**src/rtl/ahb_rr_arbiter.sv**
```systemverilog
// AHB round-robin bus arbiter.
// Grants one of NUM_MASTERS requesters at a time. The grant rotates in
// round-robin order starting after the last requesting master served. An
// owner keeps the bus for a time slice of MAX_HOLD completed transfers, and
// the slice only ends on address-phase boundaries (IDLE/NONSEQ). A locked
// owner is never pre-empted. HMASTER and HMASTLOCK follow the grant by one
// completed transfer.
module ahb_rr_arbiter #(
  parameter int NUM_MASTERS    = 4,
  parameter int DEFAULT_MASTER = 0,
  parameter int MAX_HOLD       = 16
) (
  input  logic                   HCLK,
  input  logic                   HRESETn,
  input  logic [NUM_MASTERS-1:0] HBUSREQ,
  input  logic [NUM_MASTERS-1:0] HLOCK,
  input  logic [1:0]             HTRANS,
  input  logic                   HREADY,
  output logic [NUM_MASTERS-1:0] HGRANT,
  output logic [2:0]             HMASTER,
  output logic                   HMASTLOCK
);

  localparam logic [1:0] TRANS_IDLE   = 2'b00;
  localparam logic [1:0] TRANS_BUSY   = 2'b01;
  localparam logic [1:0] TRANS_NONSEQ = 2'b10;
  localparam logic [1:0] TRANS_SEQ    = 2'b11;

  localparam logic [2:0] DEF_IDX    = 3'(DEFAULT_MASTER);
  localparam logic [7:0] MAX_HOLD_C = 8'(MAX_HOLD);
  localparam logic [7:0] HOLD_SAT   = 8'hFF;
  localparam logic [3:0] NUM_M_C    = 4'(NUM_MASTERS);

  // One-hot decode of a master index.
  function automatic logic [NUM_MASTERS-1:0] idx_onehot(input logic [2:0] idx);
    logic [NUM_MASTERS-1:0] oh;
    oh = {NUM_MASTERS{1'b0}};
    for (int i = 0; i < NUM_MASTERS; i++) begin
      oh[i] = (3'(i) == idx);
    end
    return oh;
  endfunction

  logic [2:0]             gnt_idx_q, gnt_idx_d;
  logic [2:0]             rr_ptr_q, rr_ptr_d;
  logic [7:0]             hold_cnt_q, hold_cnt_d;
  logic [NUM_MASTERS-1:0] hgrant_q;
  logic [2:0]             hmaster_q;
  logic                   hmastlock_q;

  logic                   addr_beat_s;
  logic                   count_beat_s;
  logic                   own_req_s;
  logic                   other_req_s;
  logic                   lock_hold_s;
  logic                   slice_done_s;
  logic                   slice_exp_s;
  logic                   rearb_s;
  logic                   renew_s;
  logic [NUM_MASTERS-1:0] cand_s;
  logic [NUM_MASTERS-1:0] rot_s;
  logic [3:0]             shift_s;
  logic [3:0]             sum_s;
  logic                   found_s;
  logic [2:0]             win_idx_s;

  // Classify the current beat: slice boundaries vs. counted transfers.
  always_comb begin
    addr_beat_s  = 1'b0;
    count_beat_s = 1'b0;
    case (HTRANS)
      TRANS_IDLE: begin
        addr_beat_s  = 1'b1;
        count_beat_s = 1'b0;
      end
      TRANS_BUSY: begin
        addr_beat_s  = 1'b0;
        count_beat_s = 1'b0;
      end
      TRANS_NONSEQ: begin
        addr_beat_s  = 1'b1;
        count_beat_s = 1'b1;
      end
      TRANS_SEQ: begin
        addr_beat_s  = 1'b0;
        count_beat_s = 1'b1;
      end
      default: begin
        addr_beat_s  = 1'b0;
        count_beat_s = 1'b0;
      end
    endcase
  end

  // Owner/other request qualifiers and the re-arbitration decision.
  // hgrant_q is always the one-hot of gnt_idx_q, so it masks the owner bit.
  always_comb begin
    own_req_s    = |(HBUSREQ & hgrant_q);
    other_req_s  = |(HBUSREQ & ~hgrant_q);
    lock_hold_s  = |(HLOCK & HBUSREQ & hgrant_q);
    slice_done_s = (hold_cnt_q >= MAX_HOLD_C) && addr_beat_s;
    slice_exp_s  = slice_done_s && other_req_s;
    rearb_s      = HREADY && !lock_hold_s && (!own_req_s || slice_exp_s);
    // Sole requester at a slice boundary: keep the bus, start a fresh slice.
    renew_s      = HREADY && !lock_hold_s && own_req_s && slice_done_s && !other_req_s;
  end

  // Round-robin search from rr_ptr+1 over the non-owner requesters.
  always_comb begin
    cand_s    = HBUSREQ & ~hgrant_q;
    shift_s   = {1'b0, rr_ptr_q} + 4'd1;
    rot_s     = NUM_MASTERS'({cand_s, cand_s} >> shift_s);
    found_s   = 1'b0;
    win_idx_s = gnt_idx_q;
    sum_s     = 4'd0;
    for (int j = 0; j < NUM_MASTERS; j++) begin
      if (!found_s && rot_s[j]) begin
        found_s   = 1'b1;
        sum_s     = shift_s + 4'(j);
        win_idx_s = (sum_s >= NUM_M_C) ? 3'(sum_s - NUM_M_C) : 3'(sum_s);
      end else begin
        found_s   = found_s;
      end
    end
  end

  // Next grant, pointer and slice counter.
  always_comb begin
    gnt_idx_d  = gnt_idx_q;
    rr_ptr_d   = rr_ptr_q;
    hold_cnt_d = hold_cnt_q;
    if (rearb_s) begin
      if (found_s) begin
        gnt_idx_d = win_idx_s;
        rr_ptr_d  = win_idx_s;
      end else if (own_req_s) begin
        // Owner is considered last: it keeps the bus, pointer unchanged.
        gnt_idx_d = gnt_idx_q;
      end else begin
        gnt_idx_d = DEF_IDX;
      end
    end else begin
      gnt_idx_d = gnt_idx_q;
    end

    if (gnt_idx_d != gnt_idx_q) begin
      hold_cnt_d = 8'd0;
    end else if (renew_s || (rearb_s && own_req_s)) begin
      hold_cnt_d = 8'd0;
    end else if (HREADY && count_beat_s && (hold_cnt_q != HOLD_SAT)) begin
      hold_cnt_d = hold_cnt_q + 8'd1;
    end else begin
      hold_cnt_d = hold_cnt_q;
    end
  end

  // Arbiter state and registered bus outputs.
  always_ff @(posedge HCLK or negedge HRESETn) begin
    if (!HRESETn) begin
      gnt_idx_q   <= DEF_IDX;
      rr_ptr_q    <= DEF_IDX;
      hold_cnt_q  <= 8'd0;
      hgrant_q    <= idx_onehot(DEF_IDX);
      hmaster_q   <= DEF_IDX;
      hmastlock_q <= 1'b0;
    end else begin
      gnt_idx_q  <= gnt_idx_d;
      rr_ptr_q   <= rr_ptr_d;
      hold_cnt_q <= hold_cnt_d;
      hgrant_q   <= idx_onehot(gnt_idx_d);
      if (HREADY) begin
        hmaster_q   <= gnt_idx_q;
        hmastlock_q <= |(HLOCK & hgrant_q);
      end else begin
        hmaster_q   <= hmaster_q;
        hmastlock_q <= hmastlock_q;
      end
    end
  end

  assign HGRANT    = hgrant_q;
  assign HMASTER   = hmaster_q;
  assign HMASTLOCK = hmastlock_q;

endmodule

```
**config.mk**
```make
export PLATFORM = sky130hd
export DESIGN_NAME = ahb_rr_arbiter
export DESIGN_NICKNAME = d
export VERILOG_FILES = /design/src/rtl/ahb_rr_arbiter.sv
export SDC_FILE = /design/constraint.sdc
export NUM_CORES = 1
export LEC_CHECK = 0
export CAP_MARGIN = 5
export CORE_MARGIN = 5
export CORE_UTILIZATION = 25
export DETAILED_ROUTE_END_ITERATION = 10
export GPL_ROUTABILITY_DRIVEN = 0
export PLACE_DENSITY = 0.4
export SYNTH_ARGS = -nofsm -noshare
export SYNTH_HDL_FRONTEND = slang
export SYNTH_SLANG_ARGS = --single-unit
```
**constraint.sdc**
```tcl
create_clock -name HCLK -period 6.14 [get_ports HCLK]
set_input_delay 0.921 -clock HCLK [delete_from_list [all_inputs] [get_ports HCLK]]
set_output_delay 0.921 -clock HCLK [all_outputs]
set_load 0.05 [all_outputs]
```
# ---- After elaboration in Yosys (flattened, before gate mapping)
# Index checks and enable logic that the tools add are counted.
dict set report word_totals {
  ff_bits 22
  out_inout_bits 8
  wordCells 88
}
dict set report op_classes {
  n_addsub 9
  order_cmp 5
  eq_ne 8
  shifts 1
  mux 20
  bitwise 6
  n_reduce_logical 33
}
# cell n
set op_table {}
lappend op_table {{2-to-1 mux 3 bit} 11}
lappend op_table {{2-to-1 mux 8 bit} 3}
lappend op_table {{AND 4 bit} 5}
lappend op_table {{greater-or-equal comparator 4 x 3 -> 1 bit (second input constant)} 4}
lappend op_table {{OR reduction 4 bit} 4}
lappend op_table {{logical AND 1 bit} 13}
lappend op_table {{subtractor 3 bit (second input constant)} 4}
lappend op_table {{adder 4 x 2 -> 4 bit (second input constant)} 2}
lappend op_table {{adder 8 x 1 -> 8 bit (second input constant)} 1}
lappend op_table {{greater-or-equal comparator 8 x 5 -> 1 bit (second input constant)} 1}
lappend op_table {{!= test 8 bit (second input constant)} 1}
lappend op_table {{OR reduction 2 bit} 4}
lappend op_table {{>> shifter 8 x 4 -> 4 bit} 1}
lappend op_table {{== test 2 x 3 -> 1 bit (first input constant)} 2}
lappend op_table {{zero test 1 bit} 6}
lappend op_table {{adder 3 x 1 -> 4 bit (second input constant)} 1}
lappend op_table {{adder 4 x 1 -> 4 bit (second input constant)} 1}
lappend op_table {{== test 2 bit (second input constant)} 2}
lappend op_table {{2-to-1 mux 1 bit} 4}
lappend op_table {{inverter 4 bit} 1}
lappend op_table {{one-hot mux 1 bit (2 select lines)} 2}
lappend op_table {{== test 1 x 3 -> 1 bit (first input constant)} 1}
lappend op_table {{zero test 3 bit} 1}
lappend op_table {{!= test 3 bit} 1}
lappend op_table {{5 further kinds} 6}

# ---- Logic depth before layout (Yosys ltp)
# Gate-level depths: netlist (run 1).
dict set report depth {
  depth_word 17
  ltp_mapped 12
}

# ---- Worst setup path after synthesis (run 1)
# No wires, ideal clock.
dict set report synth_timing {
  path_type {input to register}
  start {input HBUSREQ[1]}
  end {register hold_cnt_q[0]}
  setup_ns 0.141
  arrival_time_ns 2.837
  path_slack_ns 3.162
  path_stages 7
  path_buffers 0
  cell_sequence {or4bb_2 > a31oi_2 > o221ai_1 > o211ai_1 > or4b_1 > a21oi_2 > nor4_1}
}
dict set report synth_between {
  elab_chain_len 16
  word_cells_on_any_way 41
  cone_classes {1 x eq/ne; 1 x shift; 13 x mux; 4 x bitwise; 22 x reduce/logical}
}
# item line_no
set synth_lines {}
lappend synth_lines {{from (decl)} 15} ;# input logic [NUM_MASTERS-1:0] HBUSREQ,
lappend synth_lines {{AND 4 bit} {99, 110}}
lappend synth_lines {{>> shifter 8 x 4 -> 4 bit} 112} ;# rot_s = NUM_MASTERS'({cand_s, cand_s} >> shift_s);
lappend synth_lines {{2-to-1 mux 1 bit} 117} ;# if (!found_s && rot_s[j]) begin
lappend synth_lines {{zero test 1 bit} 117}
lappend synth_lines {{logical AND 1 bit} 117}
lappend synth_lines {{2-to-1 mux 1 bit} 117}
lappend synth_lines {{zero test 1 bit} 117}
lappend synth_lines {{logical AND 1 bit} 117}
lappend synth_lines {{2-to-1 mux 1 bit} 117}
lappend synth_lines {{zero test 1 bit} 117}
lappend synth_lines {{logical AND 1 bit} 117}
lappend synth_lines {{2-to-1 mux 3 bit or 2-to-1 mux 1 bit (tied branches)} 117}
lappend synth_lines {{2-to-1 mux 3 bit} 133} ;# if (found_s) begin
lappend synth_lines {{2-to-1 mux 3 bit} 132} ;# if (rearb_s) begin
lappend synth_lines {{!= test 3 bit} 146} ;# if (gnt_idx_d != gnt_idx_q) begin
lappend synth_lines {{nonzero test 3 bit (no line) or 2-to-1 mux 8 bit (tied branches)} --}
lappend synth_lines {{to (signal assigned)} 169} ;# hold_cnt_q <= hold_cnt_d;
lappend synth_lines {{to (decl)} 46} ;# logic [7:0] hold_cnt_q, hold_cnt_d;
# Several ways; a longest one is shown, not always the timed one.
# A chain may end at the register's enable or synchronous reset.

# ---- Worst setup path in the final report (run 1)
dict set report layout_timing {
  start {register rr_ptr_q[0]}
  end {register hold_cnt_q[3]}
}
dict set report layout_between {
  elab_chain_len 16
  word_cells_on_any_way 36
  cone_classes {8 x add/sub; 4 x order compare; 1 x eq/ne; 1 x shift; 15 x mux; 7 x reduce/logical}
}
# item line_no
set layout_lines {}
lappend layout_lines {{from (decl)} 45} ;# logic [2:0] rr_ptr_q, rr_ptr_d;
lappend layout_lines {{from (signal assigned)} 168} ;# rr_ptr_q <= rr_ptr_d;
lappend layout_lines {{adder 3 x 1 -> 4 bit *} 111} ;# shift_s = {1'b0, rr_ptr_q} + 4'd1;
lappend layout_lines {{parallel branches: the longest is 11 deep, another holds adder 4 x 1 -> 4 bit} --}
lappend layout_lines {{2-to-1 mux 3 bit *} 133}
lappend layout_lines {{2-to-1 mux 3 bit *} 132}
lappend layout_lines {{!= test 3 bit *} 146}
lappend layout_lines {{nonzero test 3 bit (no line) or 2-to-1 mux 8 bit (tied branches)} --}
# Every way passes the cells marked *.

==> results of run 1 <==
-- worst reg2reg max path, delay by kind of cell (launching register included) --
family	cells	cell delay, ps
adder cells (fa/ha/maj)	2	710
buffers and inverters	2	380
AND/OR/NAND/NOR	2	610
XOR/XNOR	1	180
flip-flops	1	810
AO/OA/AOI/OAI	3	1050
-- cell type report --
class                      instances  area, µm²
inverter                           7       26.3
timing repair buffer              20        200
sequential                        22        552
tap                               99        124
fill                             782       5060
clock buffer                       4       55.1
multi-input combinational        160       1230
-- cells by family after synthesis --
group | Yosys count | share of synthesized area (%)
fa+ha+maj | 8 | 5.39
xor+xnor | 11 | 5.19
compound gates | 55 | 24.6
mux | 9 | 6.00
simple gates | 77 | 25.3
flops | 22 | 29.7
buf+inv | 13 | 3.78
-- cell usage after synthesis, types with 3 or more instances --
cell / instances
a21o_2: 3
a21oi_1: 5
dfrtp_1: 21
nor4_1: 11
a211oi_1: 3
xor2_1: 8
or2_2: 4
nand2_1: 8
and3_1: 4
xnor2_1: 3
nor3_1: 5
a31oi_1: 3
o21ai_0: 9
mux2_2: 4
nand3_1: 4
inv_1: 7
mux2i_1: 3
a22oi_1: 3
ha_1: 8
nand2b_1: 4
nor2_1: 11
a21o_1: 3
nand4_1: 8
-- path summary, 6_finish.rpt --
check	startpoint	endpoint	slack, ps	cells after the start
max	rr_ptr_q[0]	hold_cnt_q[3]	2290	10
min	HMASTER[1]	HMASTER[1]	520	1
max reg2reg	rr_ptr_q[0]	hold_cnt_q[3]	2290	10
min reg2reg	HMASTER[1]	HMASTER[1]	520	1
max in group asynchronous	HRESETn	gnt_idx_q[1]	4340	1
min in group asynchronous	HRESETn	HMASTER[1]	1200	1
-- layer usage --
layer / track usage [%] / wire, µm / share of wire (%)
met4: 4.27 / 56 / 1.2
met1: 15.2 / 2410 / 51
met2: 17.8 / 2210 / 47
met5: 0 / 0 / 0
met3: 0.782 / 49 / 1.0
-- power breakdown --
group | leakage [nW] | switching [mW] | total, mW | internal (mW)
registers | 0.285 | 0.0850 | 0.277 | 0.192
clock network | 0.0288 | 0.0465 | 0.104 | 0.0572
logic | 0.554 | 0.436 | 0.749 | 0.314
total | 0.868 | 0.567 | 1.13 | 0.563
-- registers in the layout, indices dropped and copies added, names as in the netlist --
signal	flops
HMASTER	3
gnt_idx_q	3
HGRANT	4
HMASTLOCK	1
hold_cnt_q	8
rr_ptr_q	3
==> results.json, run 1 <==
{
  "final_cell_mix": "dfrtp_1 (21), clkdlybuf4s50_1 (20), nor4_1 (11), nor2_1 (11), o21ai_0 (9)",
  "root_buffer": "clkbuf_8",
  "wl_per_cell_um": 15.2,
  "vdd_ir_drop_max_v": 0.000205,
  "portBuffers": 20,
  "grt_pass1_wl_um": 7980,
  "maxCapViolations": 0,
  "grt-ovfl-total": 0,
  "required_ps": 6270,
  "total_power_mw": 1.13,
  "start_util_pct": 25.6,
  "synth_ff_type": "dfrtp_1",
  "pin_count": 21,
  "async_flop_share_pct": 100,
  "grt_max_degree": 25,
  "path_clk_slew_ps": 80,
  "critPathMaxFanout": 24,
  "synth_enable_flop_cells": 0,
  "outcome": "completed",
  "drt_pre_antenna_iters": 4,
  "fin_util_pct": 30.2,
  "ys_seq_elements": 22,
  "nets": 235,
  "grt_pass1_vias": 1570,
  "fin_ws_ps": 2290,
  "fin_cells": 312,
  "cts_setup_buffers": 0,
  "critPathKind": "register to register",
  "cts_hold_buf": 0,
  "place_ws_ps": 2240,
  "via_per_inst": 5.06,
  "grt_antenna_before_repair": 0,
  "clock_latency_ps": 260,
  "ys_top_cells_by_area": "dfrtp_1 (28%), ha_1 (5.4%), xor2_1 (3.8%)",
  "hp-class": "register to register",
  "slowest_delay_ps": 810,
  "critPathSlowestCell": "dfrtp_1",
  "final_common_cell": "dfrtp_1",
  "route.vias.total": 1578,
  "synth.distinct_cells": 67,
  "final_area_mm2": 0.00219,
  "leakage_nw": 0.868,
  "hold_viol": 0,
  "worst_setup_path_start_kind": "register",
  "antennaDiodeCount": 0,
  "wirelength_um": 4730,
  "syn_area_per_cell_um2": 9.52,
  "cts.sinks": 22,
  "cts_tree": "yes",
  "tns_ps": 0,
  "num_rows": 31,
  "numCtsBuffers": 3,
  "die_x_um": 96.2,
  "core_area_mm2": 0.00725,
  "seq_area_frac_synth_pct": 29.7,
  "syn_to_final_growth_pct": 18.1,
  "powerDensity_mw_per_mm2": 516,
  "drt_iter0_markers": 128,
  "cts.repair.resized": 0,
  "dpl.cell_count": 308,
  "cp_top_family": "compound AO/OA/AOI/OAI gates",
  "min_period_ps": 3850,
  "finalSetupViolations": 0,
  "place_area_mm2": 0.00214,
  "drive_above_1_share_pct": 14.6,
  "synth_cells": 195,
  "die_area_mm2": 0.00924,
  "tightestPinTransition_ps": 992,
  "rsz0062_at_grt": "false",
  "cts_max_level": 1,
  "synth.largest_area_cell": "dfrtp_1",
  "crit_buf_inv": 2,
  "end_kind": "register",
  "ant_nets": 0,
  "synth_top_area_share_pct": 28.3,
  "crit_chain": "inv_1 > ha_1 > inv_1 > ha_1 > xor2_1 > a211oi_1 > a211oi_1 > or4b_1 > a21oi_2 > nor4_1",
  "cp.arrival_ps": 3980,
  "fmaxAchievable_mhz": 260,
  "ys_warn_count": 0,
  "fp.dieH_um": 96.2,
  "syn-cell-area_mm2": 0.00186,
  "post-route-period-util_pct": 62.7,
  "finClkSkew_ps": 6.28,
  "hpwl_um": 3660,
  "max_slew_margin_pct": 33.7,
  "whs_ps": 519,
  "syn_nets": 216,
  "drc_errors": 0,
  "finalMaxSlewViolations": 0,
  "grt_use_total_pct": 11.0,
  "clockBufferDepth": 2
}
No activity file was read; power rests on OpenSTA's default activity.
==> inputs of run 2 (changes only) <==
==> constraint.sdc (replaced) <==
create_clock -name HCLK -period 3.7 [get_ports HCLK]
set_input_delay 0.555 -clock HCLK [delete_from_list [all_inputs] [get_ports HCLK]]
set_output_delay 0.555 -clock HCLK [all_outputs]
set_load 0.05 [all_outputs]
==> run 2 against run 1 <==
Compared with the run above:
- sequential share of layout area shrank 1.2 points
- clock power grew 110%
- final area is 4.9% higher
- register-to-register slack got worse by 1800 ps
- flip-flop and latch count unchanged
- largest power group unchanged
- setup slack got worse by 1900 ps
- critical path depth decreased by 2
- critical path type is now input port to register
- core utilization is 1.5 points higher
==> results.json, run 2 (synthesis results as in run 1) <==
{
  "hp-start": "HMASTER[0]",
  "outcome": "completed",
  "die_x_um": 96.2,
  "final_common_cell": "dfrtp_1",
  "post-route-period-util_pct": 88.8,
  "antennaDiodeCount": 0,
  "p_switching_mw": 0.973,
  "nets": 247,
  "clockPowerShare_pct": 10.8,
  "grt_antenna_before_repair": 0,
  "fmaxAchievable_mhz": 304,
  "hpwl_um": 3910,
  "critPathSlowestCell": "or4bb_2",
  "cts_setup_buffers": 0,
  "drt_iter0_markers": 92,
  "wl_per_cell_um": 15.4,
  "finalMaxSlewViolations": 0,
  "final_area_mm2": 0.00230,
  "worst_setup_path_start_kind": "input port",
  "rsz0062_at_grt": "false",
  "num_rows": 31,
  "core_area_mm2": 0.00725,
  "fill_cells": 777,
  "startpoint": "HBUSREQ[1]",
  "route.vias.total": 1662,
  "dpl.cell_count": 320,
  "wirelength_um": 4990,
  "critPathMaxFanout": 8,
  "required_ps": 3820,
  "p_int_mw": 1.05,
  "place_ws_ps": 139,
  "min_period_ps": 3290,
  "via_per_inst": 5.13,
  "ant_nets": 0,
  "cts_max_level": 1,
  "start_util_pct": 25.6,
  "rr_startpoint": "rr_ptr_q[0]",
  "regMostFlops": "hold_cnt_q",
  "crit_buf_inv": 1,
  "cts_hold_buf": 0,
  "fin_ws_ps": 414,
  "crit_chain": "clkdlybuf4s50_1 > or4bb_2 > a31oi_2 > o221ai_1 > o211ai_1 > or4b_1 > a21oi_2 > nor4_1",
  "drive_above_1_share_pct": 19.1,
  "cts.sinks": 22,
  "grt_pass1_wl_um": 8290,
  "sw_frac_of_total_pct": 48.0,
  "critPathKind": "input port to register",
  "multi_input_area_mm2": 0.00123,
  "cts_tree": "yes",
  "vdd_ir_drop_max_v": 0.000481,
  "cp.arrival_ps": 3410,
  "final_cell_mix": "dfrtp_1 (21), clkdlybuf4s50_1 (20), buf_4 (12)",
  "seqCellArea_um2": 552,
  "grt-ovfl-total": 0,
  "clock_latency_ps": 260,
  "slowest_delay_ps": 670,
  "drt_pre_antenna_iters": 4,
  "cts.repair.resized": 0,
  "powerDensity_mw_per_mm2": 881,
  "syn_to_final_growth_pct": 23.8,
  "portBuffers": 20,
  "grt_use_total_pct": 11.5,
  "pin_count": 21,
  "grt_max_degree": 23,
  "hold_viol": 0,
  "finClkSkew_ps": 4.88,
  "tightestPinTransition_ps": 968,
  "hp-class": "register to register",
  "grt_pass1_vias": 1615,
  "fin_cells": 324,
  "largest_reg_flops": 8,
  "sequentialPowerShare_pct": 20.5,
  "finalSetupViolations": 0,
  "max_slew_margin_pct": 35.2,
  "leakage_nw": 0.933,
  "end_kind": "register",
  "path_clk_slew_ps": 80,
  "numCtsBuffers": 3,
  "fp.dieH_um": 96.2,
  "whs_ps": 513,
  "clockBufferDepth": 2,
  "die_area_mm2": 0.00924,
  "place_area_mm2": 0.00223,
  "cp_top_family": "simple AND/OR/NAND/NOR gates",
  "combPwrFrac_pct": 68.7,
  "drc_errors": 0,
  "maxCapViolations": 0,
  "root_buffer": "clkbuf_8",
  "tns_ps": 0
}
[run 2: final timing paths]
check / end / depth (start not counted) / slack (ps)
max: hold_cnt_q[3] / 8 / 410
max in group asynchronous: HMASTER[1] / 1 / 2280
max reg2reg: hold_cnt_q[3] / 10 / 440
min in group asynchronous: HMASTER[2] / 1 / 830
min reg2reg: HMASTER[0] / 1 / 510
min: HMASTER[0] / 1 / 510
[run 2: layout make-up]
| class | count | share of cell area (%) |
|---|---|---|
| multi-input combinational | 160 | 53.7 |
| clock inverter | 1 | 1.31 |
| clock buffer | 3 | 1.80 |
| timing repair buffer | 32 | 12.6 |
| tap | 99 | 5.39 |
| sequential | 22 | 24.0 |
| inverter | 7 | 1.14 |
[run 2: per-stage QoR]
step | util, % | total power, mW
floorplan | - | 1.42
global placement | 30.7 | 1.84
detailed placement | 30.7 | 1.81
CTS | 31.7 | 2.04
global route | 31.7 | 2.20
finish | 31.7 | 2.02
[run 2: routing by layer]
metal | GRT usage [%] | routed length (µm) | share of wire [%]
met1 | 15.5 | 2390 | 48
met2 | 19.7 | 2470 | 49
met3 | 0.704 | 79 | 1.6
met4 | 3.55 | 54 | 1.1
met5 | 0 | 0 | 0
[run 2: power groups by stage]
stage / Combinational (mW) / Sequential [mW] / Clock (mW)
after global placement: 1.42 / 0.422 / 0
after CTS: 1.40 / 0.416 / 0.227
final: 1.39 / 0.415 / 0.219
after global routing: 1.52 / 0.433 / 0.239
after detailed placement: 1.39 / 0.421 / 0
after floorplan: 0.910 / 0.509 / 0
